==> config.mk <==
export PLATFORM = sky130hd
export DESIGN_NAME = acondicionador_de_sensores
export DESIGN_NICKNAME = d
export VERILOG_FILES = /design/src/rtl/acondicionador_de_sensores_pkg.sv /design/src/rtl/acondicionador_de_sensores_filtro_antirrebote.sv /design/src/rtl/acondicionador_de_sensores.sv
export SDC_FILE = /design/constraint.sdc
export NUM_CORES = 1
export LEC_CHECK = 0
export ABC_AREA = 1
export CAP_MARGIN = 20
export CORE_MARGIN = 5
export CORE_UTILIZATION = 39
export CTS_CLUSTER_DIAMETER = 60
export DETAILED_ROUTE_END_ITERATION = 10
export PLACE_DENSITY = 0.61
export SLEW_MARGIN = 20
export SYNTH_ARGS = -nofsm -noshare
export SYNTH_HDL_FRONTEND = slang
export SYNTH_SLANG_ARGS = --single-unit
==> constraint.sdc <==
create_clock -name CLK -period 1.5 [get_ports CLK]
set_input_delay 0.3 -clock CLK [delete_from_list [all_inputs] [get_ports CLK]]
set_output_delay 0.3 -clock CLK [all_outputs]
set_load 0.005 [all_outputs]
==> src/rtl/acondicionador_de_sensores_pkg.sv <==
// Shared constants for the sensor conditioning stage: channel count,
// channel-to-index mapping, default filter parameters and the
// counter-width helper used by every debounce channel.
package acondicionador_de_sensores_pkg;

  localparam int NUM_SENSORES    = 4;

  localparam int IDX_TEMPERATURA = 0;
  localparam int IDX_MANUAL      = 1;
  localparam int IDX_HUMO        = 2;
  localparam int IDX_SOBRECARGA  = 3;

  localparam int PRESC_DEF       = 1;
  localparam int N_DEB_DEF       = 16;

  // Width of a debounce counter able to hold 0..n_deb-1 with one spare bit.
  function automatic int ancho_contador(input int n_deb);
    return $clog2(n_deb) + 1;
  endfunction

endpackage

==> src/rtl/acondicionador_de_sensores_filtro_antirrebote.sv <==
// One sensor channel: two-flop synchroniser, tick-driven stability counter
// and the debounced level register. The "cambio" flag is combinational and
// marks the tick on which the debounced level is about to flip, so that the
// top can register it in step with the level itself.
module filtro_antirrebote
  import acondicionador_de_sensores_pkg::*;
#(
  parameter int N_DEB = N_DEB_DEF
) (
  input  logic clk,
  input  logic rst_n,
  input  logic tick,
  input  logic entrada,
  output logic salida,
  output logic cambio
);

  localparam int CW = ancho_contador(N_DEB);

  logic          sync1_r;
  logic          sync2_r;
  logic          salida_r;
  logic [CW-1:0] cuenta_r;
  logic          diferente_s;
  logic          expira_s;

  // Mismatch detection and the "this tick adopts the new level" condition.
  always_comb begin
    diferente_s = sync2_r ^ salida_r;
    if (tick && diferente_s && (cuenta_r == CW'(N_DEB - 1))) begin
      expira_s = 1'b1;
    end else begin
      expira_s = 1'b0;
    end
  end

  // Two-flop synchroniser for the asynchronous raw sensor line.
  always_ff @(posedge clk) begin
    if (!rst_n) begin
      sync1_r <= 1'b0;
      sync2_r <= 1'b0;
    end else begin
      sync1_r <= entrada;
      sync2_r <= sync1_r;
    end
  end

  // Stability counter and debounced level; only tick cycles move them.
  always_ff @(posedge clk) begin
    if (!rst_n) begin
      cuenta_r <= {CW{1'b0}};
      salida_r <= 1'b0;
    end else if (tick) begin
      if (!diferente_s) begin
        cuenta_r <= {CW{1'b0}};
      end else if (expira_s) begin
        salida_r <= sync2_r;
        cuenta_r <= {CW{1'b0}};
      end else begin
        cuenta_r <= cuenta_r + CW'(1);
      end
    end else begin
      cuenta_r <= cuenta_r;
      salida_r <= salida_r;
    end
  end

  assign salida = salida_r;
  assign cambio = expira_s;

endmodule

==> src/rtl/acondicionador_de_sensores.sv <==
// Sensor conditioning top: shared sample-tick prescaler, four independent
// debounce channels and the registered change strobe for the decoder.
module acondicionador_de_sensores
  import acondicionador_de_sensores_pkg::*;
#(
  parameter int PRESC = PRESC_DEF,
  parameter int N_DEB = N_DEB_DEF
) (
  input  logic CLK,
  input  logic RST_N,
  input  logic Temperatura_in,
  input  logic Manual_in,
  input  logic Humo_in,
  input  logic SobreCarga_in,
  output logic Temperatura,
  output logic Manual,
  output logic Humo,
  output logic SobreCarga,
  output logic Cambio
);

  localparam int PW = (PRESC > 1) ? $clog2(PRESC) : 1;

  logic [PW-1:0]           presc_r;
  logic                    tick_s;
  logic                    cambio_r;
  logic [NUM_SENSORES-1:0] entradas_s;
  logic [NUM_SENSORES-1:0] salidas_s;
  logic [NUM_SENSORES-1:0] cambios_s;

  assign entradas_s[IDX_TEMPERATURA] = Temperatura_in;
  assign entradas_s[IDX_MANUAL]      = Manual_in;
  assign entradas_s[IDX_HUMO]        = Humo_in;
  assign entradas_s[IDX_SOBRECARGA]  = SobreCarga_in;

  // Sample tick: asserted in the last cycle of each prescaler period.
  always_comb begin
    if (presc_r == PW'(PRESC - 1)) begin
      tick_s = 1'b1;
    end else begin
      tick_s = 1'b0;
    end
  end

  // Prescaler counting 0..PRESC-1 and wrapping on the tick.
  always_ff @(posedge CLK) begin
    if (!RST_N) begin
      presc_r <= {PW{1'b0}};
    end else if (tick_s) begin
      presc_r <= {PW{1'b0}};
    end else begin
      presc_r <= presc_r + PW'(1);
    end
  end

  for (genvar g = 0; g < NUM_SENSORES; g++) begin : g_canal
    filtro_antirrebote #(
      .N_DEB (N_DEB)
    ) u_filtro (
      .clk     (CLK),
      .rst_n   (RST_N),
      .tick    (tick_s),
      .entrada (entradas_s[g]),
      .salida  (salidas_s[g]),
      .cambio  (cambios_s[g])
    );
  end

  // Change strobe registered on the same edge the new levels are loaded.
  always_ff @(posedge CLK) begin
    if (!RST_N) begin
      cambio_r <= 1'b0;
    end else begin
      cambio_r <= |cambios_s;
    end
  end

  assign Temperatura = salidas_s[IDX_TEMPERATURA];
  assign Manual      = salidas_s[IDX_MANUAL];
  assign Humo        = salidas_s[IDX_HUMO];
  assign SobreCarga  = salidas_s[IDX_SOBRECARGA];
  assign Cambio      = cambio_r;

endmodule

==> results of run 1 <==
[layer usage]
metal	vias to the layer above	GRT usage [%]	share of wire [%]
met5	-	0	0
met3	4	3.42	3.6
met2	13	19.1	45
li1	670	-	-
met4	0	5.43	1.5
met1	545	14.1	50
[cells by family (layout without fill, tap and decap cells)]
group                    after synthesis  in the layout
adder cells (fa/ha/maj)                4              4
other                                  1              1
flip-flops                            34             34
XOR/XNOR                               4              4
AO/OA/AOI/OAI                         33             33
AND/OR/NAND/NOR                      103            103
buffers and inverters                 25             40
[through the flow]
step	util [%]	hold WS, ns	power, uW	cell area [um2]
3_3_place_gp	43.2	0.392	1040	1720
5_1_grt	45.7	0.436	1780	1820
2_1_floorplan	-	0.390	1020	1580
4_1_cts	45.6	0.409	1730	1810
6_report	45.7	0.409	1710	1820
3_5_place_dp	43.2	0.400	1050	1720
[how the worst max path moves through the flow]
stage | from | end | slack [ns] | cells past startpoint
final | g_canal[2].u_filtro.salida$_SDFFE_PN0P_ | Humo | 0.05 | 1
after global routing | g_canal[1].u_filtro.salida$_SDFFE_PN0P_ | Manual | 0.008 | 1
after CTS | g_canal[3].u_filtro.salida$_SDFFE_PN0P_ | SobreCarga | 0.007 | 1
after detailed placement | RST_N | g_canal[3].u_filtro.cuenta_r[0]$_SDFFE_PN0N_ | 0.02 | 4
after global placement | RST_N | g_canal[2].u_filtro.cuenta_r[0]$_SDFFE_PN0N_ | 0.03 | 4
after floorplan | g_canal[1].u_filtro.cuenta_r[0]$_SDFFE_PN0N_ | g_canal[1].u_filtro.cuenta_r[0]$_SDFFE_PN0N_ | 0.41 | 5
[where the power goes]
part           leakage (uW)  switching (uW)  internal [uW]
sequential         0.000279            10.2            915
clock             0.0000482             317            370
combinational      0.000403            57.8           37.0
[sequential cells by signal, summed over array words and instances, names as in the netlist]
| signal | cells |
|---|---|
| g_canal.u_filtro.sync2_r | 4 |
| g_canal.u_filtro.cuenta_r | 20 |
| g_canal.u_filtro.salida | 4 |
| g_canal.u_filtro.sync1_r | 4 |
| Cambio | 1 |
| presc_r | 1 |
[cell type report]
class / count / share of cell area (%)
tap: 50 / 3.44
sequential: 34 / 38.0
timing repair buffer: 13 / 6.75
clock inverter: 1 / 0.275
multi-input combinational: 145 / 42.4
clock buffer: 7 / 4.75
inverter: 19 / 4.34
[timing repair]
action                                  in CTS  in global routing
buffers inserted                             0                  0
endpoints found under the setup margin       3                  3
resized for setup                            3                  3
gates cloned                                 0                  0
[cells in the final DEF, fill, tap and decap left out, drive strengths merged]
cell type and instances:
xnor2 4, dfxtp 34, buf 3, clkbuf 7, nand2 77, o21a 4
conb 1, a21oi 24, nor2 14, ha 4, clkdlybuf4s50 10, clkinv 1
o21ai 5, nand3 12, inv 19
==> run metrics, run 1 <==
R2R Path Start g_canal[2].u_filtro.cuenta_r[0]$_SDFFE_PN0N_; worst-path fanout max 5; register area share after synthesis 43.0%; f_max 0.689 GHz; Setup WS post-layout 0.0492 ns; main combinational cell family by area after synthesis simple AND/OR/NAND/NOR gates; DR WL/cell 10.3 um; mux contribution to synthesized area 0%; Crit. End Element output port; Hold Path End g_canal[1].u_filtro.sync2_r$_SDFF_PN0_; Slowest cell on crit path clkdlybuf4s50_1; fillers 408; r2r setup slk 0.24 ns; # rows 23; DRC viols 0; final setup vio count 0; Vias 1232; setup TNS 0 ns; Leakage 0.000730 uW; first-pass GRT wire length 4.89 mm; simple-gate share of the synthesized area 31.5%; RSZ-0062 raised after global routing no; CP cell instances clkdlybuf4s50_1; count leader, synth nand2_1; Synth Flop Type dfxtp_1; Tcrit/Tclk final 96.7%; ANT nets after route 0; Die Area 5440 um2; gpl congestion 0.735; fin crit period 1.45 ns; critical path startpoint category register; max_cap viols 0; Rel. slew slack 62.5%; clock slew at reported path FFs 0.07 ns; Layout area overhead 14.7%; die height 73.7 um; Synthesized Nets 214; Largest stage delay, worst path 0.51 ns; root cell of the clock tree clkbuf_8; Placed Instances 261; initial antenna violation count 0; worst-case clock skew 0.00466 ns; # diodes 0; Hold-fix buffers, CTS 0; Synth Area in Compound Gates 11.5%; Synth top area share 43.0%; Final Max Tran Viols 0; area of the multi-input gates 771 um2; average size of a mapped cell 7.76 um2; post-synth top area cell dfxtp_1; #FFs+latches synth 34; HPWL reported at the end of detailed placement 1.96 mm; port buffer count 10; Core Region 3970 um2; XOR/XNOR share of the synthesized area 2.21%; Post-synth EDFFs 0; post-synthesis cell area 1580 um2; worst setup path class register to output port; top post-synthesis cells by area dfxtp_1 (43%), nand2_1 (17%), a21oi_1 (7.0%), inv_1 (3.6%), nor2_4 (3.6%); RR Endpoint Cambio$_SDFF_PN0_; Die W 73.7 um; CTS Buffer Depth 2; Cell Pwr Density 939 nW/um2; Worst EP arrival 1.15 ns; crit path buf inv count 1; Worst VDD drop 0.709 mV; FF-to-FF path depth 7; final wirelength 2.78 mm; H-tree levels 2; Layout Cells excl Fill 269; total global-route track usage 11.7%; pre-CTS WS 0.0247 ns; Syn Inst Count 204; share of cells above drive strength 1 19.2%; Slew @ Worst Pin 0.562 ns; kind of cell adding the most delay to the critical path buffers and inverters; first-pass iteration count of the detailed router 4; final hold vios 0; Overflow after GRT 0; Sequential cell area 691 um2; largest net degree at the start of global routing 18; CTS tree done; Synth async-reset ratio 0%; Synth cell types 24; Clock Latency Late Sink 0.28 ns; vias per cell 4.58; Ports 11; Ys Warns 0; adder-cell share of the synthesized area 3.16%; Worst Hold Launch g_canal[1].u_filtro.sync1_r$_SDFF_PN0_; Layout Nets 228; synth cell count leaders nand2_1 (70), dfxtp_1 (34), a21oi_1 (22); Hold Path Depth 2; Num Clock Sinks 34; Min-Delay Path Class register to register; Starting Density 39.9%; vias in the first global route 1115; Worst EP required 1.20 ns; status finished clean; TritonCTS Buffers 5; initial DRC count 78
(Power assumes the default switching activity.)
==> run 2, diff against run 1 <==
--- a/config.mk
+++ b/config.mk
@@ -12,6 +12,7 @@
 export CTS_CLUSTER_DIAMETER = 60
 export DETAILED_ROUTE_END_ITERATION = 10
 export PLACE_DENSITY = 0.61
+export SKIP_CTS_REPAIR_TIMING = 1
 export SLEW_MARGIN = 20
 export SYNTH_ARGS = -nofsm -noshare
 export SYNTH_HDL_FRONTEND = slang
==> results of run 2 <==
The final DEF is identical to that of run 1; final timing and power are the same.
Main changes from that run: wire length of the first global-routing pass 4890 um -> 4840 um; via count of the first global-routing pass 1115 -> 1100; overall routing resource usage 11.7% -> 11.6%; met2 usage 19.1% -> 18.8%
==> run 3, diff against run 2 <==
--- a/config.mk
+++ b/config.mk
@@ -11,6 +11,7 @@
 export CORE_UTILIZATION = 39
 export CTS_CLUSTER_DIAMETER = 60
 export DETAILED_ROUTE_END_ITERATION = 10
+export GPL_TIMING_DRIVEN = 0
 export PLACE_DENSITY = 0.61
 export SKIP_CTS_REPAIR_TIMING = 1
 export SLEW_MARGIN = 20
==> run metrics, run 3 (synthesis gave the netlist of run 1 again) <==
port buffer count 9 (-1); vias per cell 4.50 (-1.7%); Placed Instances 263 (+0.77%); Worst EP required 1.20 ns (about the same); fin crit period 1.45 ns (+0.00385 ns); gpl congestion 0.773 (+5.1%); crit path buf inv count 1 (unchanged); Hold Path End g_canal[1].u_filtro.cuenta_r[4]$_SDFFE_PN0N_; final wirelength 2.83 mm (+1.8%); die height 73.7 um (unchanged); Starting Density 39.9% (unchanged); most common cell after layout, fill and taps aside nand2_1; Worst Hold Launch RST_N; TritonCTS Buffers 5 (unchanged); Final Max Tran Viols 0 (unchanged); most frequent cells in the layout nand2_1 (70), dfxtp_1 (30), a21oi_1 (22), inv_1 (15), clkdlybuf4s50_1 (9); Die W 73.7 um (unchanged); # rows 23 (unchanged); Leakage 0.000764 uW (+4.6%); Die Area 5440 um2 (unchanged); Worst EP arrival 1.15 ns (about the same); # diodes 0 (unchanged); total global-route track usage 12.2%; first-pass GRT wire length 5.03 mm; Slowest cell on crit path clkdlybuf4s50_1; FF-to-FF path depth 7 (unchanged); Worst VDD drop 0.579 mV (-18%); Crit. End Element output port; r2r setup slk 0.28 ns (+0.04 ns); CTS Buffer Depth 2 (unchanged); critical path startpoint category register; Cell Pwr Density 1080 nW/um2 (+15%); total power 2040 uW (+20%); Sequential cell area 691 um2 (unchanged); root cell of the clock tree clkbuf_8; status finished clean; R2R Path Start g_canal[2].u_filtro.cuenta_r[0]$_SDFFE_PN0N_; CP cell instances clkdlybuf4s50_1; Core Region 3970 um2 (unchanged); Num Clock Sinks 34 (unchanged); RR Endpoint Cambio$_SDFF_PN0_; final hold vios 0 (unchanged); initial antenna violation count 0 (unchanged); Largest stage delay, worst path 0.50 ns (about the same); Overflow after GRT 0 (unchanged); Clock Latency Late Sink 0.29 ns (about the same); max_cap viols 0 (unchanged); area of the multi-input gates 771 um2 (unchanged); share of cells above drive strength 1 20.8% (+1.6 points); Layout area overhead 19.0%; max FFs per register 20 (unchanged); HPWL reported at the end of detailed placement 2.06 mm (+4.9%); vias in the first global route 1154; Layout Cells excl Fill 271 (+0.74%); largest net degree at the start of global routing 13 (-5); H-tree levels 2 (unchanged); worst setup path class register to output port; kind of cell adding the most delay to the critical path buffers and inverters; first-pass iteration count of the detailed router 4 (unchanged); ANT nets after route 0 (unchanged); largest reg by FF count g_canal.u_filtro.cuenta_r; Layout Nets 230 (+0.88%); initial DRC count 68 (-13%); worst-case clock skew 0.00802 ns (+0.00336 ns); Min-Delay Path Class input pin to register; Hold Path Depth 3 (+1); fillers 393 (-3.7%); final setup vio count 0 (unchanged); worst-path fanout max 5 (unchanged); f_max 0.687 GHz (-0.26%); Tcrit/Tclk final 97.0% (+0.26 points); final core occ 47.4% (+1.7 points); DRC viols 0 (unchanged); CTS tree done; DR WL/cell 10.4 um (+1.0%); Vias 1220 (-0.97%); clock slew at reported path FFs 0.08 ns (about the same); Ports 11 (unchanged)
run 3: layout make-up:
cell class              count  area share (%)
clock inverters             3            3.65
multi-input cells         145            40.9
flip-flops and latches     34            36.7
repair buffers              9            4.78
well taps                  50            3.32
clock buffers               5            3.65
inverters                  19            4.18
plain buffers               6            2.86
run 3: through the flow:
| stage | TNS (ns) | area [um2] | hold WS [ns] | setup WS, ns |
|---|---|---|---|---|
| after global placement | 0 | 1740 | 0.391 | 0.281 |
| after detailed placement | 0 | 1740 | 0.408 | 0.286 |
| after global routing | -0.000215 | 1880 | 0.324 | -0.000215 |
| after CTS | -0.0770 | 1870 | 0.330 | -0.0323 |
| after floorplan | 0 | 1580 | 0.390 | 0.407 |
| final | 0 | 1880 | 0.335 | 0.0453 |
run 3: worst max path at each step:
stage / start / depth (start not counted) / end / slack [ns]
4_1_cts: g_canal[1].u_filtro.salida$_SDFFE_PN0P_ / 1 / Manual / -0.03
2_1_floorplan: g_canal[1].u_filtro.cuenta_r[0]$_SDFFE_PN0N_ / 5 / g_canal[1].u_filtro.cuenta_r[0]$_SDFFE_PN0N_ / 0.41
5_1_grt: g_canal[1].u_filtro.salida$_SDFFE_PN0P_ / 1 / Manual / -0.0002
6_report: g_canal[1].u_filtro.salida$_SDFFE_PN0P_ / 1 / Manual / 0.05
3_3_place_gp: g_canal[0].u_filtro.salida$_SDFFE_PN0P_ / 1 / Temperatura / 0.28
3_5_place_dp: g_canal[0].u_filtro.salida$_SDFFE_PN0P_ / 1 / Temperatura / 0.29
run 3: metal layers:
metal / wire length (um) / track usage, % / part of all wire (%)
met1: 1450 / 15.5 / 51
met5: 0 / 0 / 0
met2: 1220 / 18.4 / 43
met3: 113 / 4.79 / 4.0
met4: 48 / 4.83 / 1.7
run 3: power by group:
group / switching, uW / internal (uW)
Clock: 347 / 666
Combinational: 61.5 / 41.9
Sequential: 10.2 / 914
